<file path="config.mk">
export PLATFORM = sky130hd
export DESIGN_NAME = mem_port_arbiter_flat
export DESIGN_NICKNAME = d
export VERILOG_FILES = /design/src/rtl/mem_port_arbiter_pkg.sv /design/src/rtl/mem_port_arbiter_if.sv /design/src/rtl/mem_port_arbiter_flop.sv /design/src/rtl/mem_port_arbiter_timer.sv /design/src/rtl/mem_port_arbiter.sv /design/src/flat_wrapper.sv
export SDC_FILE = /design/constraint.sdc
export NUM_CORES = 1
export LEC_CHECK = 0
export CORE_AREA = 5 5 116 227
export CTS_CLUSTER_DIAMETER = 40
export DETAILED_ROUTE_END_ITERATION = 16
export DIE_AREA = 0 0 121 232
export PLACE_DENSITY = 0.68
export SLEW_MARGIN = 10
export SYNTH_ARGS = -nofsm -noshare
export SYNTH_HDL_FRONTEND = slang
export SYNTH_HIERARCHICAL = 1
export SYNTH_SLANG_ARGS = --single-unit
</file>
<file path="constraint.sdc">
create_clock -name clk -period 2.1 [get_ports clk]
set_input_delay 0.42 -clock clk [delete_from_list [all_inputs] [get_ports clk]]
set_output_delay 0.42 -clock clk [all_outputs]
set_load 0.005 [all_outputs]
</file>
<file path="src/rtl/mem_port_arbiter_pkg.sv">
// Shared types and defaults for the instruction/data memory port arbiter.
// Imported by the interface, the timer and the top level.
package mem_port_arbiter_pkg;

  localparam int unsigned DefTimeout = 16;
  localparam int unsigned DefAw      = 32;
  localparam int unsigned DataW      = 32;

  typedef enum logic [1:0] {
    StIdle  = 2'd0,
    StServI = 2'd1,
    StServD = 2'd2
  } state_e;

  // Round-robin pick: D wins when it is the only requester or when I was served last.
  function automatic logic pick_d(input logic i_elig, input logic d_elig, input logic last_d);
    return d_elig && (!i_elig || !last_d);
  endfunction

endpackage

</file>
<file path="src/rtl/mem_port_arbiter_if.sv">
// Bundle of the fetch, data and unified memory handshakes around the arbiter.
// slave is the arbiter's view; master is the view of the surrounding core and memory.
interface mem_port_arbiter_if
  import mem_port_arbiter_pkg::*;
#(
  parameter int unsigned AW = DefAw
);

  logic             i_req;
  logic [AW-1:0]    i_addr;
  logic [DataW-1:0] i_rdata;
  logic             i_ready;

  logic             d_req;
  logic             d_we;
  logic [AW-1:0]    d_addr;
  logic [DataW-1:0] d_wdata;
  logic [DataW-1:0] d_rdata;
  logic             d_ready;

  logic             m_req;
  logic             m_we;
  logic [AW-1:0]    m_addr;
  logic [DataW-1:0] m_wdata;
  logic [DataW-1:0] m_rdata;
  logic             m_ack;

  modport slave (
    input  i_req, i_addr, d_req, d_we, d_addr, d_wdata, m_rdata, m_ack,
    output i_rdata, i_ready, d_rdata, d_ready, m_req, m_we, m_addr, m_wdata
  );

  modport master (
    output i_req, i_addr, d_req, d_we, d_addr, d_wdata, m_rdata, m_ack,
    input  i_rdata, i_ready, d_rdata, d_ready, m_req, m_we, m_addr, m_wdata
  );

endinterface

</file>
<file path="src/rtl/mem_port_arbiter_flop.sv">
// Enable flop with synchronous active-low clear; the codebase's standard capture cell.
module mem_arb_flop #(
  parameter int unsigned Width = 1
) (
  input  logic             clk,
  input  logic             rst,
  input  logic             en,
  input  logic [Width-1:0] d,
  output logic [Width-1:0] q
);

  always_ff @(posedge clk) begin
    if (!rst) begin
      q <= '0;
    end else if (en) begin
      q <= d;
    end
  end

endmodule

</file>
<file path="src/rtl/mem_port_arbiter_timer.sv">
// Service-cycle counter: expired is high once TIMEOUT-1 ack-less cycles have been counted.
module mem_arb_timer
  import mem_port_arbiter_pkg::*;
#(
  parameter int unsigned TIMEOUT = DefTimeout
) (
  input  logic clk,
  input  logic rst,
  input  logic clear,
  input  logic enable,
  output logic expired
);

  localparam int unsigned CntW = (TIMEOUT > 2) ? $clog2(TIMEOUT) : 1;

  logic [CntW-1:0] cnt_q, cnt_d;

  assign expired = (cnt_q == CntW'(TIMEOUT - 1));

  // Holding at the terminal value keeps expired from wrapping away before the FSM reacts.
  always_comb begin
    cnt_d = cnt_q;
    if (clear) begin
      cnt_d = '0;
    end else if (enable && !expired) begin
      cnt_d = cnt_q + 1'b1;
    end
  end

  always_ff @(posedge clk) begin
    if (!rst) begin
      cnt_q <= '0;
    end else begin
      cnt_q <= cnt_d;
    end
  end

endmodule

</file>
<file path="src/rtl/mem_port_arbiter.sv">
// Round-robin arbiter sharing one memory port between instruction fetch and data access,
// with a per-access timeout that aborts with zero data and a sticky error flag.
module mem_port_arbiter
  import mem_port_arbiter_pkg::*;
#(
  parameter int unsigned TIMEOUT = DefTimeout,
  parameter int unsigned AW      = DefAw
) (
  input  logic                clk,
  input  logic                rst,
  mem_port_arbiter_if.slave   bus,
  output logic                busy,
  output logic                err_timeout
);

  localparam int unsigned CapW = 1 + AW + DataW;

  state_e           state_q, state_d;
  logic             serving;
  logic             i_elig, d_elig;
  logic             grant_i, grant_d, grant;
  logic             done_i, done_d;
  logic             expired, abort;
  logic             last_d_q;
  logic [CapW-1:0]  cap_d, cap_q;
  logic [DataW-1:0] resp_data;

  assign serving = (state_q != StIdle);
  assign busy    = serving;

  // The ready cycle still carries the finished request, so that side sits out one grant.
  assign i_elig = bus.i_req && !bus.i_ready;
  assign d_elig = bus.d_req && !bus.d_ready;

  assign grant     = grant_i || grant_d;
  assign abort     = serving && expired && !bus.m_ack;
  assign resp_data = bus.m_ack ? bus.m_rdata : '0;

  always_comb begin
    state_d = state_q;
    grant_i = 1'b0;
    grant_d = 1'b0;
    done_i  = 1'b0;
    done_d  = 1'b0;
    unique case (state_q)
      StIdle: begin
        if (pick_d(i_elig, d_elig, last_d_q)) begin
          grant_d = 1'b1;
          state_d = StServD;
        end else if (i_elig) begin
          grant_i = 1'b1;
          state_d = StServI;
        end
      end
      StServI: begin
        if (bus.m_ack || expired) begin
          done_i  = 1'b1;
          state_d = StIdle;
        end
      end
      StServD: begin
        if (bus.m_ack || expired) begin
          done_d  = 1'b1;
          state_d = StIdle;
        end
      end
      default: state_d = StIdle;
    endcase
  end

  always_ff @(posedge clk) begin
    if (!rst) begin
      state_q <= StIdle;
    end else begin
      state_q <= state_d;
    end
  end

  // Fetches never write; their wdata field keeps whatever the last store left there.
  always_comb begin
    cap_d = cap_q;
    if (grant_d) begin
      cap_d = {bus.d_we, bus.d_addr, bus.d_wdata};
    end else if (grant_i) begin
      cap_d = {1'b0, bus.i_addr, cap_q[DataW-1:0]};
    end
  end

  mem_arb_flop #(.Width(CapW)) u_cap (
    .clk (clk),
    .rst (rst),
    .en  (grant),
    .d   (cap_d),
    .q   (cap_q)
  );

  assign bus.m_req = serving;
  assign {bus.m_we, bus.m_addr, bus.m_wdata} = cap_q;

  mem_arb_flop #(.Width(1)) u_last (
    .clk (clk),
    .rst (rst),
    .en  (grant),
    .d   (grant_d),
    .q   (last_d_q)
  );

  mem_arb_timer #(.TIMEOUT(TIMEOUT)) u_timer (
    .clk     (clk),
    .rst     (rst),
    .clear   (grant),
    .enable  (serving && !bus.m_ack),
    .expired (expired)
  );

  mem_arb_flop #(.Width(DataW)) u_i_rdata (
    .clk (clk),
    .rst (rst),
    .en  (done_i),
    .d   (resp_data),
    .q   (bus.i_rdata)
  );

  mem_arb_flop #(.Width(DataW)) u_d_rdata (
    .clk (clk),
    .rst (rst),
    .en  (done_d),
    .d   (resp_data),
    .q   (bus.d_rdata)
  );

  mem_arb_flop #(.Width(1)) u_i_ready (
    .clk (clk),
    .rst (rst),
    .en  (1'b1),
    .d   (done_i),
    .q   (bus.i_ready)
  );

  mem_arb_flop #(.Width(1)) u_d_ready (
    .clk (clk),
    .rst (rst),
    .en  (1'b1),
    .d   (done_d),
    .q   (bus.d_ready)
  );

  mem_arb_flop #(.Width(1)) u_err (
    .clk (clk),
    .rst (rst),
    .en  (abort),
    .d   (1'b1),
    .q   (err_timeout)
  );

endmodule

</file>
<file path="src/flat_wrapper.sv">
// flat-port wrapper written by rule: the top's interface ports become plain ports
module mem_port_arbiter_flat import mem_port_arbiter_pkg::*;
#(
  parameter int unsigned TIMEOUT = DefTimeout,
  parameter int unsigned AW      = DefAw
)
  (clk, rst, busy, err_timeout, bus_i_req, bus_i_addr, bus_d_req, bus_d_we, bus_d_addr, bus_d_wdata, bus_m_rdata, bus_m_ack, bus_i_rdata, bus_i_ready, bus_d_rdata, bus_d_ready, bus_m_req, bus_m_we, bus_m_addr, bus_m_wdata);
  mem_port_arbiter_if #(.AW(AW)) bus_i ();
  input  logic clk;
  input  logic rst;
  output logic busy;
  output logic err_timeout;
  input wire logic [$bits(bus_i.i_req)-1:0] bus_i_req;
  input wire logic [$bits(bus_i.i_addr)-1:0] bus_i_addr;
  input wire logic [$bits(bus_i.d_req)-1:0] bus_d_req;
  input wire logic [$bits(bus_i.d_we)-1:0] bus_d_we;
  input wire logic [$bits(bus_i.d_addr)-1:0] bus_d_addr;
  input wire logic [$bits(bus_i.d_wdata)-1:0] bus_d_wdata;
  input wire logic [$bits(bus_i.m_rdata)-1:0] bus_m_rdata;
  input wire logic [$bits(bus_i.m_ack)-1:0] bus_m_ack;
  output wire logic [$bits(bus_i.i_rdata)-1:0] bus_i_rdata;
  output wire logic [$bits(bus_i.i_ready)-1:0] bus_i_ready;
  output wire logic [$bits(bus_i.d_rdata)-1:0] bus_d_rdata;
  output wire logic [$bits(bus_i.d_ready)-1:0] bus_d_ready;
  output wire logic [$bits(bus_i.m_req)-1:0] bus_m_req;
  output wire logic [$bits(bus_i.m_we)-1:0] bus_m_we;
  output wire logic [$bits(bus_i.m_addr)-1:0] bus_m_addr;
  output wire logic [$bits(bus_i.m_wdata)-1:0] bus_m_wdata;
  assign bus_i.i_req = bus_i_req;
  assign bus_i.i_addr = bus_i_addr;
  assign bus_i.d_req = bus_d_req;
  assign bus_i.d_we = bus_d_we;
  assign bus_i.d_addr = bus_d_addr;
  assign bus_i.d_wdata = bus_d_wdata;
  assign bus_i.m_rdata = bus_m_rdata;
  assign bus_i.m_ack = bus_m_ack;
  assign bus_i_rdata = bus_i.i_rdata;
  assign bus_i_ready = bus_i.i_ready;
  assign bus_d_rdata = bus_i.d_rdata;
  assign bus_d_ready = bus_i.d_ready;
  assign bus_m_req = bus_i.m_req;
  assign bus_m_we = bus_i.m_we;
  assign bus_m_addr = bus_i.m_addr;
  assign bus_m_wdata = bus_i.m_wdata;
  mem_port_arbiter #(.TIMEOUT(TIMEOUT), .AW(AW)) u_core (.clk(clk), .rst(rst), .bus(bus_i), .busy(busy), .err_timeout(err_timeout));
endmodule
</file>
==> results.toml, run 1 <==
[clocking]
clkSinkCount = 139
cts-buffers-inserted = 17
clk_path_buf_depth = 2
cts_tree = "done"
clock_latency_ns = 0.43
cts_root_buffer = "clkbuf_16"
cts_htree_levels = 4
post-cts-setup-buffers = 0
clk_pin_slew_ns = 0.06

[cells_and_area]
nets = 1108
area_growth_pct = 50.4
final_core_util_pct = 44.3
drive_gt1_share_pct = 11.3

[setup_path]
crit_type = "reg -> reg"
cp.required_ns = 2.42
crit_slowest_cell = "dfxtp_2"
max_stage_delay_ns = 0.33
cp_cell_sequence = "inv_1 > ha_2 > nand3b_1 > or2_1 > inv_8 > buf_12 > mux2_4 > mux2i_1 > nor2b_1"
critical_path.max_fanout = 13
critPathBufInv = 3
reg2reg_from = "u_core/state_q[0]"
critPathTopFamily = "simple AND/OR/NAND/NOR gates"
cp-end-kind = "flop"
crit_path_start_kind = "flop"
cp-startpoint = "u_core/state_q[0]"
crit_arrival_ns = 2.25

[placed_design]
place.port_buffers = 267
place_congestion = 0.793
dp.final_hpwl_um = 16500
pre_cts_ws_ns = -0.231

[synthesis]
synth_cell_types = 38
syn_avg_cell_area_um2 = 10.1
yosys_register_bits = 139
ys_seq_area_share_pct = 38.7
synthesis.area_um2 = 7190
syn_inst = 713
yosys_warnings = 6

[sta]
finalMaxSlewViolations = 0
setup_tns_ns = 0
setup_viol = 0
period_share_pct = 91.8
rsz0062_at_grt = "false"
min_period_ns = 1.93
hold_viol = 0
fmax_mhz = 519
fin_ws_ns = 0.173
finClkSkew_ns = 0.0101

[pwr]
pwr-share-clk_pct = 37.4
switching_share_pct = 27.8
ir_drop_v = 0.000422
fin_total_pwr_mw = 8.69
p_leak_nw = 3.95
power.density_nw_per_um2 = 803
p_sw_mw = 2.42
power_frac_comb_pct = 28.0
internal_power_mw = 6.28
power.share.sequential_pct = 34.6

[detailed_routing]
drc_errors = 0
ant_nets = 0
vias = 6107
wl_per_cell_um = 17.4
first_pass_iters = 4
drt_iter0_drc = 234
vias_per_cell = 4.63
wirelength_um = 23000

[global_routing]
grt_max_degree = 59
grt_pass1_vias = 6359
grt_usage_pct = 16.2
grt_pass1_wl_um = 34900
grt_overflow = 0
antenna_found_initial = 3

[status]
outcome = "completed"

[floorplan]
die_w_um = 121
core_um2 = 24400
die_area_um2 = 28100
start_util_pct = 29.5
die_y_um = 232
io_pins = 268
rows = 81

[job]
max_cap_viol_count = 0

[min_path]
hold_path_class = "in -> reg"
min_from = "rst"
-- cell type report --
cell class                 instances  area (um2)
inverter                           7        37.5
clock buffer                      19         443
timing repair buffer             301        3060
fill                            2370       13600
multi-input combinational        504        3880
tap                              332         415
clock inverter                    13         190
antenna                            3        7.51
sequential                       139        2780
-- worst register-to-register path: stages (launching register included) --
cell,delay [ns]
dfxtp_2,0.33
inv_1,0.08
ha_2,0.20
nand3b_1,0.09
or2_1,0.31
inv_8,0.16
buf_12,0.16
mux2_4,0.29
mux2i_1,0.14
nor2b_1,0.07
-- path summary, 6_finish.rpt --
kind                                                 to  slack [ns]  cells past startpoint
worst max-delay path                  u_core/u_cap/q[7]        0.17                      9
worst min-delay path                  u_core/state_q[0]        0.39                      3
worst max register to register        u_core/u_cap/q[7]        0.17                      9
worst min register to register  u_core/u_timer/cnt_q[1]        0.51                      2
-- power groups by stage --
stage               combinational, mW  clock (mW)  sequential (mW)
floorplan                        1.45           0             3.06
global placement                 2.42           0             3.06
detailed placement               2.45           0             3.06
CTS                              2.45        3.37             3.01
global route                     2.62        3.47             3.04
finish                           2.43        3.25             3.01
-- layer usage --
layer | wire, um | track usage, % | vias up | share of wire [%]
li1 | - | - | 3005 | -
met1 | 8370 | 16.4 | 2825 | 36
met2 | 12300 | 29.5 | 215 | 54
met3 | 1040 | 3.17 | 62 | 4.5
met4 | 1270 | 10.6 | 0 | 5.5
met5 | 0 | 0 | - | 0
-- timing repair --
action                                  CTS  global route
resized for setup                         7             0
endpoints found under the setup margin    2             0
hold buffers                              0             0
endpoints found under the hold margin     0             0
-- cells in the final DEF (no fill, tap or decap), types with 17 or more instances in the layout --
master             n
a31oi_1           32
and2_1            33
buf_4             24
clkbuf_16         17
clkdlybuf4s50_1  264
dfxtp_1          138
mux2_4            28
mux2i_1          133
nand4_1           33
nor2b_1          134
nor3_1            33
o21ai_0           34
-- synth_stat cells --
cell type	n	area, um2
a211oi_1	1	7.51
a21oi_1	5	25.0
a22o_1	1	8.76
a31oi_1	32	200
and2_1	33	206
and3_1	1	6.26
and3b_1	1	8.76
and4b_2	1	11.3
buf_1	3	11.3
buf_12	14	280
buf_2	1	5.00
buf_4	2	15.0
buf_6	6	67.6
clkbuf_1	39	146
clkinv_1	1	3.75
conb_1	1	3.75
dfxtp_1	139	2780
ha_1	4	50.1
inv_1	5	18.8
inv_8	1	11.3
mux2_2	4	45.0
mux2_4	28	420
mux2i_1	133	1330
nand2b_1	2	12.5
nand3b_1	3	22.5
nand4_1	33	206
nor2_1	3	11.3
nor2b_1	137	857
nor3_1	33	165
nor3b_1	2	15.0
nor4_1	1	6.26
o21ai_0	34	170
o21ai_1	3	15.0
o31a_1	1	8.76
or2_0	1	6.26
or2_1	1	6.26
or3_1	1	6.26
or3b_2	2	17.5
-- cell families after synthesis --
group                      count (synthesis)  share of synthesized area [%]
adders and majority gates                  4                          0.696
buffers and inverters                     72                           7.78
DFF                                      139                           38.7
AOI/OAI and AO/OA                         77                           6.05
and+or+nand+nor                          255                           21.8
other                                      1                         0.0521
muxes                                    165                           25.0
-- per-stage QoR --
step                      cell area, um2  cells  hold slack [ns]
after floorplan                     7200    715            0.467
after global placement             10200   1283            0.488
after detailed placement           10200   1283            0.499
after CTS                          10800   1315            0.368
after global routing               10800   1318            0.398
final                              10800   1318            0.393
-- sequential cells by signal, indices dropped and copies added, names as in the netlist --
| signal | cells |
|---|---|
| u_core/state_q | 2 |
| u_core/u_cap/q | 65 |
| u_core/u_d_rdata/q | 32 |
| u_core/u_d_ready/q | 1 |
| u_core/u_err/q | 1 |
| u_core/u_i_rdata/q | 32 |
| u_core/u_i_ready/q | 1 |
| u_core/u_last/q | 1 |
| u_core/u_timer/cnt_q | 4 |
Note: power is estimated with default switching activity, not from simulation.
==> run 2, diff against run 1 <==
CORE_AREA = 2 2 113 224   (was 5 5 116 227)
DIE_AREA = 0 0 115 226   (was 0 0 121 232)
==> run 2 against run 1 <==
Effect of this change: clock power barely moved; critical path depth down 4; die area down 7.4%; final cell count is 3.2% lower; sequential share of layout area about the same; first-iteration DRC count down 12%; critical endpoint is now busy; largest power group unchanged.
==> results.toml, run 2 (same netlist as run 1, synthesis figures left out) <==
[detailed_routing]
wirelength_um = 22100
drc_errors = 0
first_pass_iters = 4
wl_per_cell_um = 17.3
drt_iter0_drc = 205
ant_nets = 0
vias = 6119
vias_per_cell = 4.80

[setup_path]
critical_path.max_fanout = 19
cp-end-kind = "output pin"
cp.depth = 5
critPathTopFamily = "buffers and inverters"
reg2reg_to = "u_core/u_cap/q[6]"
crit_slowest_cell = "dfxtp_2"
reg2reg_from = "u_core/state_q[0]"
cp-startpoint = "u_core/state_q[0]"
crit_path_start_kind = "flop"
cp.required_ns = 1.68
crit_type = "reg -> out"
regToRegSetupSlack_ns = 0.15
max_stage_delay_ns = 0.33
rr_worst_depth = 9
critPathBufInv = 4
cp_cell_sequence = "inv_1 > ha_4 > buf_12 > inv_2 > dlygate4sd2_1"
crit_arrival_ns = 1.56
endpoint = "busy"

[clocking]
cts_root_buffer = "clkbuf_16"
cts_tree = "done"
ctsHoldBuffers = 0
clk_path_buf_depth = 2
clock_latency_ns = 0.43
cts_htree_levels = 4
clk_pin_slew_ns = 0.06
post-cts-setup-buffers = 0
clkSinkCount = 139
cts-buffers-inserted = 17

[floorplan]
rows = 81
core_um2 = 24300
start_util_pct = 29.6
die_w_um = 115
die_y_um = 226
io_pins = 268
die_area_um2 = 26000

[min_path]
hold_path_class = "in -> reg"
min_from = "rst"

[cells_and_area]
final_cell_mix = "clkdlybuf4s50_1 (264), dfxtp_1 (137), nor2b_1 (134)"
final_core_util_pct = 44.5
drive_gt1_share_pct = 11.5
fin_cells = 1276
largest_reg_flops = 65
regMostFlops = "u_core/u_cap/q"
nets = 1110
top_regs = "u_core/u_cap/q x65, u_core/u_d_rdata/q x32, u_core/u_i_rdata/q x32"
fillers = 2391
final_common_cell = "clkdlybuf4s50_1"
area_growth_pct = 50.5

[global_routing]
grt_usage_pct = 16.9
grt_pass1_vias = 6276
antenna_found_initial = 3
grt_pass1_wl_um = 33500
grt_max_degree = 58
grt_overflow = 0

[sta]
setup_tns_ns = 0
period_share_pct = 94.2
fin_ws_ns = 0.122
min_period_ns = 1.98
hold_viol = 0
fmax_mhz = 506
rsz0062_at_grt = "false"
finClkSkew_ns = 0.00727
setup_viol = 0
finalMaxSlewViolations = 0

[status]
outcome = "completed"

[pwr]
power.density_nw_per_um2 = 806
ir_drop_v = 0.000500
p_leak_nw = 3.99

[job]
max_cap_viol_count = 0

[placed_design]
pre_cts_ws_ns = -0.250
dp_cells = 1242
place_congestion = 0.815
place.port_buffers = 267
dp.final_hpwl_um = 15600
run 2: changes by cell type in the layout (fill, tap and decap cells not counted), sizes merged:
| cell | delta |
|---|---|
| buf | +1 |
| bufbuf | +1 |
| clkinvlp | -1 |
| clkbuf | +3 |
| inv | -2 |
| clkinv | -2 |
run 2: how the worst min path moves through the flow:
stage / end / slack (ns) / cells after the start
2_1_floorplan: u_core/u_timer/cnt_q[3] / 0.47 / 2
3_3_place_gp: u_core/u_timer/cnt_q[1] / 0.49 / 2
3_5_place_dp: u_core/u_timer/cnt_q[1] / 0.50 / 2
4_1_cts: u_core/state_q[0] / 0.35 / 3
5_1_grt: u_core/state_q[0] / 0.38 / 3
6_report: u_core/state_q[0] / 0.38 / 3
run 2: stage by stage:
| stage | total power, mW | area (um2) | hold slack, ns |
|---|---|---|---|
| after global placement | 5.49 | 10100 | 0.492 |
| after global routing | 9.15 | 10800 | 0.381 |
| after CTS | 8.86 | 10800 | 0.350 |
| final | 8.73 | 10800 | 0.385 |
| after floorplan | 4.50 | 7200 | 0.467 |
| after detailed placement | 5.52 | 10100 | 0.500 |
run 2: layout make-up:
type / count / area (um2) / area share [%]
clock inverter: 8 / 140 / 1.29
tap: 290 / 363 / 3.35
antenna: 3 / 7.51 / 0.0694
sequential: 139 / 2790 / 25.7
multi-input combinational: 504 / 3900 / 36.0
inverter: 7 / 35.0 / 0.324
clock buffer: 22 / 484 / 4.47
timing repair buffer: 303 / 3110 / 28.8
run 2: layer usage:
layer / up-vias / track usage, % / wire, um
met5: - / 0 / 0
met4: 0 / 9.83 / 810
met3: 45 / 3.65 / 947
met2: 196 / 32.4 / 12600
met1: 2864 / 16.0 / 7710
li1: 3014 / - / -
run 2: worst min-delay path: stages:
cell and delay (ns):
buf_4 0.21, inv_1 0.09, a211oi_1 0.04
run 2: power breakdown:
group | internal (mW) | total, mW | switching (mW)
Sequential | 2.86 | 3.01 | 0.157
Clock | 2.09 | 3.22 | 1.13
Combinational | 1.43 | 2.49 | 1.05
run 2: repair_timing:
| action | 4_1_cts | 5_1_grt |
|---|---|---|
| cloned | 1 | 0 |
| resized for setup | 8 | 1 |
| setup endpoints to repair | 11 | 7 |
